## src/rtl/acc_cpu_mc.sv

```systemverilog
// Multi-cycle accumulator CPU: FETCH/DECODE/MEM/HALT sequencer with a stallable data-memory port.
// Optional carry flag and carry-aware SKZ when ACC_CPU_CARRY_EN is defined.
module acc_cpu_mc #(
   parameter int DATA_W = 8,
   parameter int ADDR_W = 5,
   parameter int OP_W   = 3
) (
   input  logic                   clk,
   input  logic                   rst,
   output logic [ADDR_W-1:0]      im_addr,
   input  logic [OP_W+ADDR_W-1:0] im_in,
   output logic                   rd_mem,
   output logic                   wr_mem,
   output logic [ADDR_W-1:0]      dm_addr,
   output logic [DATA_W-1:0]      dm_in,
   input  logic [DATA_W-1:0]      dm_out,
   input  logic                   dm_rdy,
   input  logic                   resume,
   output logic [DATA_W-1:0]      ac_out,
   output logic [DATA_W-1:0]      alu_out,
   output logic [OP_W-1:0]        op,
   output logic                   halted
`ifdef ACC_CPU_CARRY_EN
   ,
   output logic                   carry
`endif
);

   // state   | meaning
   // S_FETCH | latch instruction at PC into IR
   // S_DECODE| dispatch: branch/skip/halt resolve here, memory ops raise request
   // S_MEM   | hold request until dm_rdy, then commit AC (reads) and advance PC
   // S_HALT  | halted=1, wait for resume
   typedef enum logic [1:0] {S_FETCH, S_DECODE, S_MEM, S_HALT} state_t;

   localparam logic [OP_W-1:0] OP_SKZ = OP_W'(1);
   localparam logic [OP_W-1:0] OP_ADD = OP_W'(2);
   localparam logic [OP_W-1:0] OP_AND = OP_W'(3);
   localparam logic [OP_W-1:0] OP_XOR = OP_W'(4);
   localparam logic [OP_W-1:0] OP_LDA = OP_W'(5);
   localparam logic [OP_W-1:0] OP_STO = OP_W'(6);
   localparam logic [OP_W-1:0] OP_JMP = OP_W'(7);

   state_t                  state, state_nxt;
   logic [ADDR_W-1:0]       pc, pc_nxt;
   logic [OP_W+ADDR_W-1:0]  ir, ir_nxt;
   logic [DATA_W-1:0]       ac, ac_nxt;
   logic                    rd_q, rd_nxt, wr_q, wr_nxt;
   logic                    skip;

`ifdef ACC_CPU_CARRY_EN
   logic                    carry_q, carry_nxt;
   logic [DATA_W:0]         sum;
   assign sum   = {1'b0, ac} + {1'b0, dm_out};
   assign skip  = (ac == '0) || carry_q;
   assign carry = carry_q;
`else
   logic [DATA_W-1:0]       sum;
   assign sum  = ac + dm_out;
   assign skip = (ac == '0);
`endif

   assign im_addr = pc;
   assign op      = ir[OP_W+ADDR_W-1:ADDR_W];
   assign dm_addr = ir[ADDR_W-1:0];
   assign dm_in   = ac;
   assign ac_out  = ac;
   assign rd_mem  = rd_q;
   assign wr_mem  = wr_q;
   assign halted  = (state == S_HALT);

   always_comb begin
      alu_out = ac;
      case (op)
         OP_ADD:  alu_out = sum[DATA_W-1:0];
         OP_AND:  alu_out = ac & dm_out;
         OP_XOR:  alu_out = ac ^ dm_out;
         OP_LDA:  alu_out = dm_out;
         default: alu_out = ac;
      endcase
   end

   always_ff @(posedge clk or negedge rst) begin
      if (!rst) state <= S_FETCH;
      else      state <= state_nxt;
   end

   always_comb begin
      state_nxt = state;
      pc_nxt    = pc;
      ir_nxt    = ir;
      ac_nxt    = ac;
      rd_nxt    = rd_q;
      wr_nxt    = wr_q;
`ifdef ACC_CPU_CARRY_EN
      carry_nxt = carry_q;
`endif
      case (state)
         S_FETCH: begin
            ir_nxt    = im_in;
            state_nxt = S_DECODE;
         end
         S_DECODE: begin
            case (op)
               OP_ADD, OP_AND, OP_XOR, OP_LDA: begin
                  rd_nxt    = 1'b1;
                  state_nxt = S_MEM;
               end
               OP_STO: begin
                  wr_nxt    = 1'b1;
                  state_nxt = S_MEM;
               end
               OP_JMP: begin
                  pc_nxt    = dm_addr;
                  state_nxt = S_FETCH;
               end
               OP_SKZ: begin
                  pc_nxt    = skip ? pc + ADDR_W'(2) : pc + ADDR_W'(1);
                  state_nxt = S_FETCH;
               end
               default: state_nxt = S_HALT;
            endcase
         end
         S_MEM: begin
            // request stays asserted with operand/data untouched until memory completes
            if (dm_rdy) begin
               if (rd_q) begin
                  ac_nxt = alu_out;
`ifdef ACC_CPU_CARRY_EN
                  carry_nxt = (op == OP_ADD) ? sum[DATA_W] : 1'b0;
`endif
               end
               pc_nxt    = pc + ADDR_W'(1);
               rd_nxt    = 1'b0;
               wr_nxt    = 1'b0;
               state_nxt = S_FETCH;
            end
         end
         S_HALT: begin
            if (resume) begin
               pc_nxt    = pc + ADDR_W'(1);
               state_nxt = S_FETCH;
            end
         end
         default: state_nxt = S_FETCH;
      endcase
   end

   always_ff @(posedge clk or negedge rst) begin
      if (!rst) begin
         pc   <= '0;
         ir   <= '0;
         ac   <= '0;
         rd_q <= 1'b0;
         wr_q <= 1'b0;
`ifdef ACC_CPU_CARRY_EN
         carry_q <= 1'b0;
`endif
      end else begin
         pc   <= pc_nxt;
         ir   <= ir_nxt;
         ac   <= ac_nxt;
         rd_q <= rd_nxt;
         wr_q <= wr_nxt;
`ifdef ACC_CPU_CARRY_EN
         carry_q <= carry_nxt;
`endif
      end
   end

endmodule

```

## config.mk

```make
export PLATFORM = sky130hd
export DESIGN_NAME = acc_cpu_mc
export DESIGN_NICKNAME = d
export VERILOG_FILES = /design/src/rtl/acc_cpu_mc.sv
export SDC_FILE = /design/constraint.sdc
export NUM_CORES = 1
export LEC_CHECK = 0
export BUFFER_PORTS_ARGS = -buffer_cell sky130_fd_sc_hd__buf_2
export CAP_MARGIN = 0
export CORE_MARGIN = 1.5
export CORE_UTILIZATION = 35
export DETAILED_ROUTE_END_ITERATION = 10
export PLACE_DENSITY = 0.72
export SYNTH_ARGS = -nofsm -noshare
export SYNTH_HDL_FRONTEND = slang
export SYNTH_SLANG_ARGS = --single-unit
```

## constraint.sdc

```tcl
create_clock -name clk -period 2.63 [get_ports clk]
set_input_delay 0.6575 -clock clk [delete_from_list [all_inputs] [get_ports clk]]
set_output_delay 0.6575 -clock clk [all_outputs]
set_load 0.01 [all_outputs]
```

==> qor.txt <==
==================================================================================
Commonest register cell after synthesis                               sky130_fd_sc_hd__dfrtp_1
Via-to-Cell Ratio                                                             5.45
TritonCTS Buffers                                                                3
Setup violations, final                                                          5
Post-detailed-placement half-perimeter wirelength                          4280 um
Number of distinct library cells after synthesis                                56
Clock network latency to the later pin of the worst-skew pair               280 ps
Worst-path clk slew                                                         110 ps
Setup repair after global routing missed its margin                           true
Leakage power                                                              1.31 nW
TNS Setup                                                                  -858 ps
Slew margin rel.                                                             52.6%
# H-tree levels                                                                  1
Cell count along the critical path                                               8
Count of warnings emitted by yosys                                               0
Crit Path Category                                                    input port to output port
Flop and latch count out of synthesis                                           25
Cell Chain, Critical Path                                             buf_6 -> ha_1 -> a211oi_2 -> o21ai_1 -> mux2_1 -> nor3_2 -> nor2_1 -> buf_2
Largest net degree at the start of global routing                               26
Share of synthesized flip-flops with an asynchronous set or reset             100%
Starting density of the core                                                 36.8%
Final Slew Violations                                                            0
Leading cell types by total area after synthesis                      sky130_fd_sc_hd__dfrtp_1, sky130_fd_sc_hd__ha_1, sky130_fd_sc_hd__mux2_2
Post-detailed-route count of antenna-violating nets                              0
Sum of buffers and inverters on the critical path                                2
Antenna Diode Count                                                              0
Total of max-cap violations                                                      0
Final worst path period need                                               2850 ps
Non-Filler Instances                                                           397
Endpoint class of the critical path                                    output port
Largest clock skew in the final design                                     10.8 ps
Via count of the first global-routing pass                                    1991
Area fraction of the dominant cell type after synthesis                      30.3%
Overall via count from detail_route                                           2162
Height of the die                                                          79.8 um
Number of DRC markers in iteration 0                                           134
Antenna violations before repair                                                 0
GRT overflow                                                                     0
Run status                                                            finished, violations left
Multi-input gate area                                                 0.00142 sq mm
Final cycle utilization of the critical path                                  108%
Share of layout cells above drive strength 1                                 44.6%
Post-Syn Area                                                         0.00206 sq mm
Data required time at the worst endpoint                                   1970 ps
Storage element area                                                     627 sq um
Total GRT Usage                                                              19.0%
Floorplan core area                                                   0.00561 sq mm
Worst-Margin Slew                                                           708 ps
Worst setup path endpoint                                               alu_out[5]
Number of DRC violations after detailed routing                                  0
Post-synthesis sequential area ratio                                         30.3%
Largest fanout on the critical path                                              3
Cell count after synthesis                                                     240
Net count, final                                                               357
Io pins                                                                         60
Worst endpoint data arrival time                                           2200 ps
Clock tree from TritonCTS                                                    built
Mean area per synthesized cell                                          8.59 sq um
Cell types with the highest counts after synthesis                    sky130_fd_sc_hd__dfrtp_1, sky130_fd_sc_hd__nor2_1, sky130_fd_sc_hd__a21oi_1, sky130_fd_sc_hd__nand2_1, sky130_fd_sc_hd__o21ai_0
Highest ir drop seen on vdd                                               0.668 mV
Register-to-Register Path Depth                                                  8
Standard-cell row count                                                         27
Avg WL per Cell                                                            15.3 um
Clock Tree Root                                                       sky130_fd_sc_hd__clkbuf_8
End of the worst register-to-register path                               ac_out[7]
Number of enable flip-flop cells after synthesis                                 0
Launching element of the worst setup path                                dm_out[1]
Fillers                                                                        535
Total wire length                                                          6070 um
Hold buffer count at CTS                                                         0
Maximum number of buffers from clock root to sink                                2
Synthesized netlist net count                                                  271
First-pass GRT wire length                                                 9630 um
Signed area change from the synthesized netlist to the final layout          37.8%
Violations in the final reports                                       negative setup slack
First-pass DRT Iterations                                                        4
Count leader, synth                                                   sky130_fd_sc_hd__dfrtp_1
Largest area contributor in the synthesized netlist                   sky130_fd_sc_hd__dfrtp_1
Area enclosed by the die boundary                                     0.00636 sq mm
Startpoint type of the worst setup path                                 input port
Count of final hold-check violations                                             0
Clock sink count                                                                25
X dimension of the die                                                     79.8 um
Class of the tightest hold or removal check                           input port to asynchronous set/reset pin
Final weighted congestion of routability-driven global placement             0.901
Cell Pwr Density                                                      1390 mW/mm^2
Kind of cell with the highest combined delay on the critical path     compound AO/OA/AOI/OAI gates
Slack of the worst reg-to-reg path                                          650 ps
Worst Slack Setup Final                                                    -223 ps
Number of buffers added on ports                                                59
Maximum clock rate                                                         351 MHz
Cell type of the slowest stage on the worst timing path               sky130_fd_sc_hd__ha_1
Stage delay of the slowest cell on the critical path                        330 ps
Beginning of the worst register-to-register path                         ac_out[5]
Inst Count DP                                                                  384
==================================================================================
## logic make-up (layout without fill, tap and decap cells)
logic type,Yosys count,in the layout,synth area share (%)
AO/OA/AOI/OAI,82,82,26.6
XOR/XNOR,1,1,0.789
adder cells (fa/ha/maj),11,11,7.04
buffers and inverters,27,112,7.34
flip-flops,25,25,30.3
multiplexers,12,12,6.37
AND/OR/NAND/NOR,82,82,21.5
## per-stage QoR
step                total power [W]  hold slack (ps)  setup WS, ps  utilization [%]  cell area (sq um)
finish                      0.00396              374          -223             50.7               2840
global route                0.00428              425          -291             50.7               2840
CTS                         0.00384              414          -198             50.0               2810
detailed placement          0.00337              525          -336             46.1               2590
global placement            0.00333              516          -346             46.1               2590
floorplan                   0.00250              362         -54.9                -               2090
## per-layer routing
metal  routed length [um]  track usage [%]  vias up
met5                    0                0        -
li1                     -                -     1061
met2                 2760             29.7       78
met4                  107             5.86        0
met1                 2840             27.2     1014
met3                  361             2.40        9
## sequential cells by signal (all words and copies together), names as in the netlist
name and flops:
wr_mem 1, state 2, im_addr 5, ir 8, rd_mem 1, ac_out 8
## how the worst min path moves through the flow
stage,cells after the start,slack [ps],end,from
2_1_floorplan,0,360,ac_out[0],rst
3_3_place_gp,1,520,ir[3],ir[3]
3_5_place_dp,1,520,ir[2],ir[2]
4_1_cts,1,410,im_addr[3],rst
5_1_grt,1,430,ac_out[1],rst
6_report,1,370,ac_out[1],rst
## placed cells by master, fill, tap and decap left out, types with 7 or more instances in the layout
cell                      synthesis  final
sky130_fd_sc_hd__inv_1            9      7
sky130_fd_sc_hd__nor2_1          21     21
sky130_fd_sc_hd__a21oi_1         17     15
sky130_fd_sc_hd__nand2_1         17     17
sky130_fd_sc_hd__mux2_2           8      8
sky130_fd_sc_hd__buf_2            6     56
sky130_fd_sc_hd__o21ai_0         16     10
sky130_fd_sc_hd__buf_4            9     39
sky130_fd_sc_hd__dfrtp_1         25     24
## what timing repair did
item | 4_1_cts | 5_1_grt
setup buffers | 5 | 4
setup endpoints to repair | 7 | 7
gates resized for setup | 28 | 4
pin swaps | 15 | 5
## power breakdown
part | switching (W) | internal, W
Clock | 0.000143 | 0.000108
Combinational | 0.00144 | 0.00142
Sequential | 0.000281 | 0.000573
Total | 0.00186 | 0.00210
## cell type report
class                   count  share of cell area, %
multi-input cells         188                   50.0
well taps                  72                   3.17
clock buffers               3                   1.45
repair buffers             99                   21.8
clock inverters             1                  0.264
inverters                   9                   1.28
flip-flops and latches     25                   22.1
## worst reg2reg max path, cell delays in order, from the launching register on
cell                      delay [ps]
sky130_fd_sc_hd__dfrtp_1         470
sky130_fd_sc_hd__ha_4            330
sky130_fd_sc_hd__nand3_2          80
sky130_fd_sc_hd__or3_4           400
sky130_fd_sc_hd__a21oi_2         140
sky130_fd_sc_hd__o21ai_2          80
sky130_fd_sc_hd__buf_4           130
sky130_fd_sc_hd__buf_4           120
sky130_fd_sc_hd__a31oi_1         160
(Power assumes the default switching activity.)
